**config.mk**
```make
export PLATFORM = sky130hd
export DESIGN_NAME = fetch_queue
export DESIGN_NICKNAME = d
export VERILOG_FILES = /design/src/rtl/fetch_queue.sv
export SDC_FILE = /design/constraint.sdc
export NUM_CORES = 1
export LEC_CHECK = 0
export CORE_MARGIN = 2
export CORE_UTILIZATION = 45
export DETAILED_ROUTE_END_ITERATION = 16
export PLACE_DENSITY = 0.68
export SLEW_MARGIN = 20
export SYNTH_ARGS = -nofsm -noshare
export SYNTH_HDL_FRONTEND = slang
export SYNTH_SLANG_ARGS = --single-unit
```
**constraint.sdc**
```tcl
create_clock -name clk -period 4.3 [get_ports clk]
set_input_delay 0.86 -clock clk [delete_from_list [all_inputs] [get_ports clk]]
set_output_delay 0.86 -clock clk [all_outputs]
set_load 0.01 [all_outputs]
```
**src/rtl/fetch_queue.sv**
```systemverilog
// ============================================================================
// fetch_queue: byte-wide instruction fetcher that assembles big-endian words
// into a small FIFO for the decoder. Revision: 1.0
// ============================================================================
`default_nettype none

module fetch_queue #(
  parameter int          DEPTH    = 4,
  parameter logic [63:0] RESET_PC = 64'h2000
) (
  input  logic        clk,
  input  logic        reset,
  output logic        mem_req,
  output logic [63:0] mem_addr,
  input  logic        mem_gnt,
  input  logic [7:0]  mem_rdata,
  input  logic        redirect,
  input  logic [63:0] redirect_pc,
  output logic        instr_valid,
  input  logic        instr_ready,
  output logic [31:0] instr,
  output logic [63:0] instr_pc
);

  localparam int PW = $clog2(DEPTH);
  localparam int CW = PW + 1;

  localparam logic [0:0] FETCH = 1'b0;
  localparam logic [0:0] FULL  = 1'b1;

  logic [0:0]    state, state_nx;
  logic [63:0]   fetch_pc;
  logic [1:0]    byte_cnt, byte_cnt_nx;
  logic [23:0]   partial;
  logic [PW-1:0] wr_ptr, rd_ptr;
  logic [CW-1:0] count, count_nx;
  logic          accept, push, pop;

  logic [31:0] instr_q [DEPTH];
  logic [63:0] pc_q    [DEPTH];

  assign mem_req  = (state == FETCH) & reset;
  assign mem_addr = fetch_pc + {62'd0, byte_cnt};
  assign accept   = mem_req & mem_gnt;
  assign push     = accept & (byte_cnt == 2'd3);
  assign pop      = instr_valid & instr_ready;

  assign instr_valid = (count != '0);
  assign instr       = instr_valid ? instr_q[rd_ptr] : 32'd0;
  assign instr_pc    = instr_valid ? pc_q[rd_ptr]    : 64'd0;

  // Stall only on a word boundary, so a word in flight always has a free slot.
  always_comb begin
    count_nx    = count + CW'(push) - CW'(pop);
    byte_cnt_nx = accept ? byte_cnt + 2'd1 : byte_cnt;
    state_nx    = ((count_nx == CW'(DEPTH)) && (byte_cnt_nx == 2'd0)) ? FULL : FETCH;
  end

  always_ff @(posedge clk or negedge reset) begin
    if (!reset) begin
      state    <= FETCH;
      fetch_pc <= RESET_PC;
      byte_cnt <= 2'd0;
      partial  <= 24'd0;
      wr_ptr   <= '0;
      rd_ptr   <= '0;
      count    <= '0;
    end else if (redirect) begin
      state    <= FETCH;
      fetch_pc <= redirect_pc;
      byte_cnt <= 2'd0;
      wr_ptr   <= '0;
      rd_ptr   <= '0;
      count    <= '0;
    end else begin
      state    <= state_nx;
      byte_cnt <= byte_cnt_nx;
      count    <= count_nx;
      if (accept) begin
        partial <= {partial[15:0], mem_rdata};
      end
      if (push) begin
        fetch_pc <= fetch_pc + 64'd4;
        wr_ptr   <= wr_ptr + PW'(1);
      end
      if (pop) begin
        rd_ptr <= rd_ptr + PW'(1);
      end
    end
  end

  // Storage needs no reset: entries are only visible while count covers them.
  always_ff @(posedge clk) begin
    if (push && !redirect) begin
      instr_q[wr_ptr] <= {partial, mem_rdata};
      pc_q[wr_ptr]    <= fetch_pc;
    end
  end

endmodule

`default_nettype wire

```
Word level (Yosys, flattened, before mapping)

Memory sizes are Yosys's and may differ from the RTL's.
Index checks and enable logic that the tools add are counted.

Flip-flop bits (word level): 98
Bits in latches: 0
Bits in writable memories: 384
Memory bits (read-only): 0
Input bits: 77
Output and inout bits: 162
Logic and storage cells: 47
Memories: 2

Memory list:

| name    | depth | bits a word | read ports | clocked after memory_dff | wr ports | RTL line | text |
|---|---|---|---|---|---|---|---|
| pc_q    | 4     | 64          | 1          | 0                        | 1        | 40       | `logic [63:0] pc_q [DEPTH];` |
| instr_q | 4     | 32          | 1          | 0                        | 1        | 39       | `logic [31:0] instr_q [DEPTH];` |

Add/sub/neg operators: 7
$mul: 0
Divide/modulo/power cells: 0
$lt $le $gt $ge: 0
Equal/unequal tests: 2
Shift-type cells: 0
Muxes and demuxes: 15
Bitwise logic cells: 6
Reduce and logical (&&, ||, !) cells: 8

Operators with widths:

| cell                                          | count |
|---|---|
| 2-to-1 mux 64 bit                             | 3 |
| adder 64 x 2 -> 64 bit                        | 1 |
| adder 64 x 3 -> 64 bit, second input constant | 1 |
| 2-to-1 mux 32 bit                             | 1 |
| 2-to-1 mux 2 bit                              | 6 |
| adder 2 x 1 -> 2 bit, second input constant   | 3 |
| AND 1 bit                                     | 4 |
| 2-to-1 mux 1 bit                              | 4 |
| nonzero test 2 bit                            | 2 |
| adder 3 x 1 -> 3 bit                          | 1 |
| equality test 3 bit, second input constant    | 1 |
| 2-to-1 mux 3 bit                              | 1 |
| nonzero test 3 bit                            | 1 |
| subtractor 3 x 1 -> 3 bit                     | 1 |
| equality test 2 bit, second input constant    | 1 |
| logical AND 1 bit                             | 2 |
| logical NOT 2 bit                             | 1 |
| NOT 1 bit                                     | 2 |
| AND reduction 2 bit                           | 1 |
| logical NOT 1 bit                             | 1 |

Longest topological paths before layout

Depth after elaboration: 10
Depth in mapped cells: 14
Depth with buffers taken out: 11

Worst setup path before layout

OpenSTA, ideal clock, no wires.

Path type: input to register
Start point: input reset
End point: memory instr_q[1][0] (enable)
Library setup time: 0.466 ns
Arrival: 3.832 ns
Required time: 3.834 ns
Path slack: 0.002 ns
Stages on the path: 4
Buffers on the path: 1
Cell sequence: nor2b_1 -> and3_1 -> clkbuf_1 -> and3_1

Cells in the longest elaborated chain, start to end: 6

Ends and longest elaborated chain:

| what                                   | RTL line | text |
|---|---|---|
| from (decl)                            | 12       | `input logic reset,` |
| AND 1 bit                              | 42       | `assign mem_req = (state == FETCH) & reset;` |
| AND 1 bit                              | 44       | `assign accept = mem_req & mem_gnt;` |
| AND 1 bit                              | 45       | `assign push = accept & (byte_cnt == 2'd3);` |
| logical AND 1 bit                      | 94       | `if (push && !redirect) begin` |
| 2-to-1 mux 1 bit                       | 94       |  |
| 2-to-1 mux 1 bit (implied by the code) | 95       | `instr_q[wr_ptr] <= {partial, mem_rdata};` |
| to (decl)                              | 39       |  |

No other way between the ends.

Worst setup path in the final report

Start point: register fetch_pc[1]
End point: output mem_addr[61]

Cells in the longest elaborated chain, start to end: 1

Ends and longest elaborated chain:

| what                   | RTL line | text |
|---|---|---|
| from (decl)            | 32       | `logic [63:0] fetch_pc;` |
| from (signal assigned) | 70       | `fetch_pc <= redirect_pc;` |
| from (signal assigned) | 83       | `fetch_pc <= fetch_pc + 64'd4;` |
| adder 64 x 2 -> 64 bit | 43       | `assign mem_addr = fetch_pc + {62'd0, byte_cnt};` |
| to (decl)              | 14       | `output logic [63:0] mem_addr,` |

No other way between the ends.

==> metrics.json <==
{
  "place": {
    "gpl.final_weighted_congestion": 0.990,
    "io_buffer_count": 238,
    "place_hpwl_mm": 37.7
  },
  "sta": {
    "worst_slew_margin_rel_pct": 38.9,
    "fin_max_slew_vios": 0,
    "setup_repair_after_global_routing_missed_its_margin": "no",
    "finalSetupViolations": 0,
    "clock_skew_ps": 24.1,
    "hold_ws_ps": 515,
    "final.setup.tns_ps": 0,
    "maximum_operating_frequency_mhz": 239,
    "timing_worst_slew_pin_value_ps": 908,
    "finalHoldViolations": 0,
    "period_share_pct": 97.4,
    "final_period_minus_worst_setup_slack_ps": 4190
  },
  "pwr": {
    "peakVddDrop_mv": 0.385,
    "power.density_cell_area_nw_per_um2": 522,
    "total_leakage_power_nw": 8.80
  },
  "synthesis": {
    "synth_xor_area_share_pct": 4.41,
    "combinational_family_with_the_most_area_after_synthesis": "simple AND/OR/NAND/NOR gates",
    "synth_top_cell_area_share_pct": 54.8,
    "yosys_most_used_dff": "sky130_fd_sc_hd__edfxtp_1",
    "synth.yosys.seq_area_share_pct": 66.5,
    "post_synth_and_or_nand_nor_area_fraction_pct": 12.1,
    "synth.largest_area_cell": "sky130_fd_sc_hd__edfxtp_1",
    "yosys-mux-area-fraction_pct": 12.0,
    "ys_warn_count": 0,
    "asyncSetResetFlopFracSynth_pct": 20.3,
    "synth_top_cells_by_area": "sky130_fd_sc_hd__edfxtp_1 55%, sky130_fd_sc_hd__dfrtp_1 12%, sky130_fd_sc_hd__mux4_2 10%",
    "synthAdderAreaFrac_pct": 0.785,
    "synth.ff_latch_count": 482,
    "ys_types": 52,
    "synthCells": 1372,
    "synth_enable_flop_cells": 384,
    "syn-cell-area_um2": 21000,
    "synth_area_per_cell_um2": 15.3,
    "syn_nets": 1461,
    "synth_compound_gate_area_share_pct": 2.05
  },
  "floorplanning": {
    "start_util_pct": 45.4,
    "core_region_area_um2": 46400,
    "core.rowCount": 79,
    "floorplan.io_pins": 239,
    "die-width_um": 220,
    "dieHeight_um": 220,
    "fp.dieArea_um2": 48500
  },
  "layout": {
    "fraction_of_layout_cells_with_a_size_suffix_above_1_pct": 20.6,
    "flow.area_growth_from_synthesis_pct": 25.3,
    "nNetsFinal": 1747,
    "layout.filler_cells": 3613
  },
  "detailed_routing": {
    "drt_pre_antenna_iters": 6,
    "routed_via_count_divided_by_cell_count": 5.74,
    "dr.first_iter.drc_count": 1434,
    "detail_route.drc_violations": 0,
    "drt.antenna.violating_nets": 0,
    "routed_wirelength_mm": 56.1,
    "vias": 13248,
    "detail_route.wl_per_cell_um": 24.3
  },
  "worst_setup_path": {
    "critical_path_arrival_ps": 3330,
    "r2r_setup_slack_ps": 930,
    "cp_slowest_stage_delay_ps": 610,
    "rr_startpoint": "count[1]$_DFF_PN0_",
    "source_of_the_critical_timing_path": "fetch_pc[1]$_DFFE_PN0P_",
    "timing_worst_setup_path_type": "register to primary output",
    "worst-endpoint-required_ps": 3440,
    "worst-path-max-fanout": 6,
    "worstPathCellList": "ha_1, a21oi_2, nor2_1, nand3_1, nor3_1, xor2_1, clkdlybuf4s50_1",
    "master_of_the_slowest_instance_on_the_critical_path": "sky130_fd_sc_hd__clkdlybuf4s50_1",
    "crit_path_end_kind": "primary output",
    "worst_setup_sp_type": "register"
  },
  "clocking": {
    "clock_tree_sinks": 482,
    "insertion_delay_ps": 600,
    "htreeDepth": 2,
    "cts.path.max_buffers": 3,
    "cts-hold-fix-buffers": 0,
    "clock_tree_root_driver_cell": "sky130_fd_sc_hd__clkbuf_16",
    "tritoncts": "done",
    "tritoncts.num_buffers": 50,
    "clk_pin_slew_worst_paths_ps": 60
  },
  "global_routing": {
    "grt_pass1_vias": 13130,
    "pin_count_of_the_biggest_net_entering_global_routing": 68,
    "grt_overflow": 0,
    "grt_first_pass_wirelength_mm": 82.8,
    "initial_antenna_violation_count": 0,
    "track_usage_pct": 23.4
  },
  "hold_path": {
    "holdCritPathClass": "primary input to async pin"
  },
  "flow_run": {
    "timing.max_cap.violations": 0
  },
  "run_status": {
    "outcome": "complete, no violations"
  }
}
## power breakdown
part / internal, mW / switching [mW]
Sequential: 5.40 / 0.441
Clock: 2.52 / 1.78
Combinational: 2.03 / 1.59
Total: 9.95 / 3.80
## kinds of logic after synthesis
logic type / after synthesis
mux: 129
compound gates: 73
simple gates: 467
xor+xnor: 106
flops: 482
buf+inv: 103
fa+ha+maj: 12
## critical path: cells and delay by family, from the launching register on
family	cells	cell delay, ps
simple gates	3	920
fa+ha+maj	1	330
xor+xnor	1	310
buf+inv	1	610
flops	1	430
compound gates	1	150
## timing repair
| action | CTS | global route |
|---|---|---|
| resized for setup | 28 | 31 |
| buffers inserted | 12 | 8 |
| setup endpoints to repair | 26 | 19 |
| pin swaps | 2 | 3 |
## cell usage in the layout (no fill, tap or decap), types with 47 or more instances in the layout
cell type,synthesis,routed
sky130_fd_sc_hd__edfxtp_1,384,384
sky130_fd_sc_hd__clkdlybuf4s50_1,0,228
sky130_fd_sc_hd__and2_1,99,99
sky130_fd_sc_hd__nand2_1,96,96
sky130_fd_sc_hd__mux4_2,96,96
sky130_fd_sc_hd__buf_4,1,78
sky130_fd_sc_hd__dfrtp_1,97,63
sky130_fd_sc_hd__nand4_1,62,62
sky130_fd_sc_hd__nor2_1,65,60
sky130_fd_sc_hd__xor2_1,56,56
sky130_fd_sc_hd__clkbuf_16,0,51
sky130_fd_sc_hd__xnor2_1,50,47
## flip-flops by register name, indices dropped and copies added, names as in the netlist
name / flops
instr_q: 128
partial: 24
byte_cnt: 2
pc_q: 256
count: 3
state: 1
fetch_pc: 64
rd_ptr: 2
wr_ptr: 2
## synth_stat cells, types with 2 or more instances
| master | count |
|---|---|
| sky130_fd_sc_hd__and4_1 | 4 |
| sky130_fd_sc_hd__nor4_1 | 24 |
| sky130_fd_sc_hd__o211ai_1 | 2 |
| sky130_fd_sc_hd__mux2_2 | 28 |
| sky130_fd_sc_hd__a31oi_1 | 7 |
| sky130_fd_sc_hd__ha_1 | 10 |
| sky130_fd_sc_hd__inv_1 | 11 |
| sky130_fd_sc_hd__mux2i_1 | 5 |
| sky130_fd_sc_hd__a221o_1 | 6 |
| sky130_fd_sc_hd__a22oi_1 | 4 |
| sky130_fd_sc_hd__xor2_1 | 56 |
| sky130_fd_sc_hd__nand4_1 | 62 |
| sky130_fd_sc_hd__edfxtp_1 | 384 |
| sky130_fd_sc_hd__a211o_1 | 2 |
| sky130_fd_sc_hd__nor2_1 | 65 |
| sky130_fd_sc_hd__nand2_1 | 96 |
| sky130_fd_sc_hd__mux4_2 | 96 |
| sky130_fd_sc_hd__nor4_2 | 3 |
| sky130_fd_sc_hd__or4_1 | 7 |
| sky130_fd_sc_hd__nand3_1 | 30 |
| sky130_fd_sc_hd__xnor2_1 | 50 |
| sky130_fd_sc_hd__fa_1 | 2 |
| sky130_fd_sc_hd__nor3_1 | 27 |
| sky130_fd_sc_hd__or3_1 | 15 |
| sky130_fd_sc_hd__or4_4 | 2 |
| sky130_fd_sc_hd__buf_1 | 11 |
| sky130_fd_sc_hd__clkbuf_8 | 3 |
| sky130_fd_sc_hd__clkbuf_2 | 4 |
| sky130_fd_sc_hd__and3_1 | 8 |
| sky130_fd_sc_hd__buf_2 | 3 |
| sky130_fd_sc_hd__dfrtp_1 | 97 |
| sky130_fd_sc_hd__nor2b_1 | 13 |
| sky130_fd_sc_hd__clkbuf_1 | 67 |
| sky130_fd_sc_hd__a21oi_1 | 5 |
| sky130_fd_sc_hd__nor3b_1 | 3 |
| sky130_fd_sc_hd__and2_1 | 99 |
| sky130_fd_sc_hd__o21ai_0 | 46 |
## through the flow
stage / instance area, um^2 / cells / utilization [%] / total power [mW] / setup WS [ps]
global placement: 24400 / 2193 / 52.7 / 9.52 / 263
finish: 26300 / 2309 / 56.8 / 13.8 / 111
global route: 26300 / 2307 / 56.8 / 14.3 / 2.86
floorplan: 21000 / 1372 / - / 7.63 / 1.54
detailed placement: 24400 / 2193 / 52.7 / 9.55 / 303
CTS: 26200 / 2299 / 56.5 / 13.9 / 6.83
## metal layers
| metal | routed length [um] | vias up | track usage, % |
|---|---|---|---|
| li1 | - | 5803 | - |
| met1 | 23600 | 6818 | 32.9 |
| met2 | 27000 | 532 | 37.4 |
| met3 | 3900 | 95 | 4.26 |
| met4 | 1540 | 0 | 7.00 |
| met5 | 0 | - | 0 |
## path summary, 6_finish.rpt
check / endpoint / depth (start not counted)
setup / recovery: mem_addr[61] / 7
hold / removal: partial[13]$_DFFE_PN0P_ / 2
setup reg to reg: state$_DFF_PN0_ / 10
hold reg to reg: instr_q[3][24]$_DFFE_PP_ / 0
max in group asynchronous: fetch_pc[50]$_DFFE_PN0N_ / 3
min in group clk: instr_q[3][24]$_DFFE_PP_ / 0
## layout make-up
type / instances / area [um^2] / share of cell area, %
diodes: 2 / 5.00 / 0.0190
clock inverters: 26 / 265 / 1.01
repair buffers: 324 / 3160 / 12.0
multi-input cells: 787 / 6710 / 25.5
inverters: 13 / 48.8 / 0.185
well taps: 607 / 759 / 2.88
clock buffers: 68 / 1360 / 5.16
flip-flops and latches: 482 / 14000 / 53.3
No activity file was read; power rests on OpenSTA's default activity.
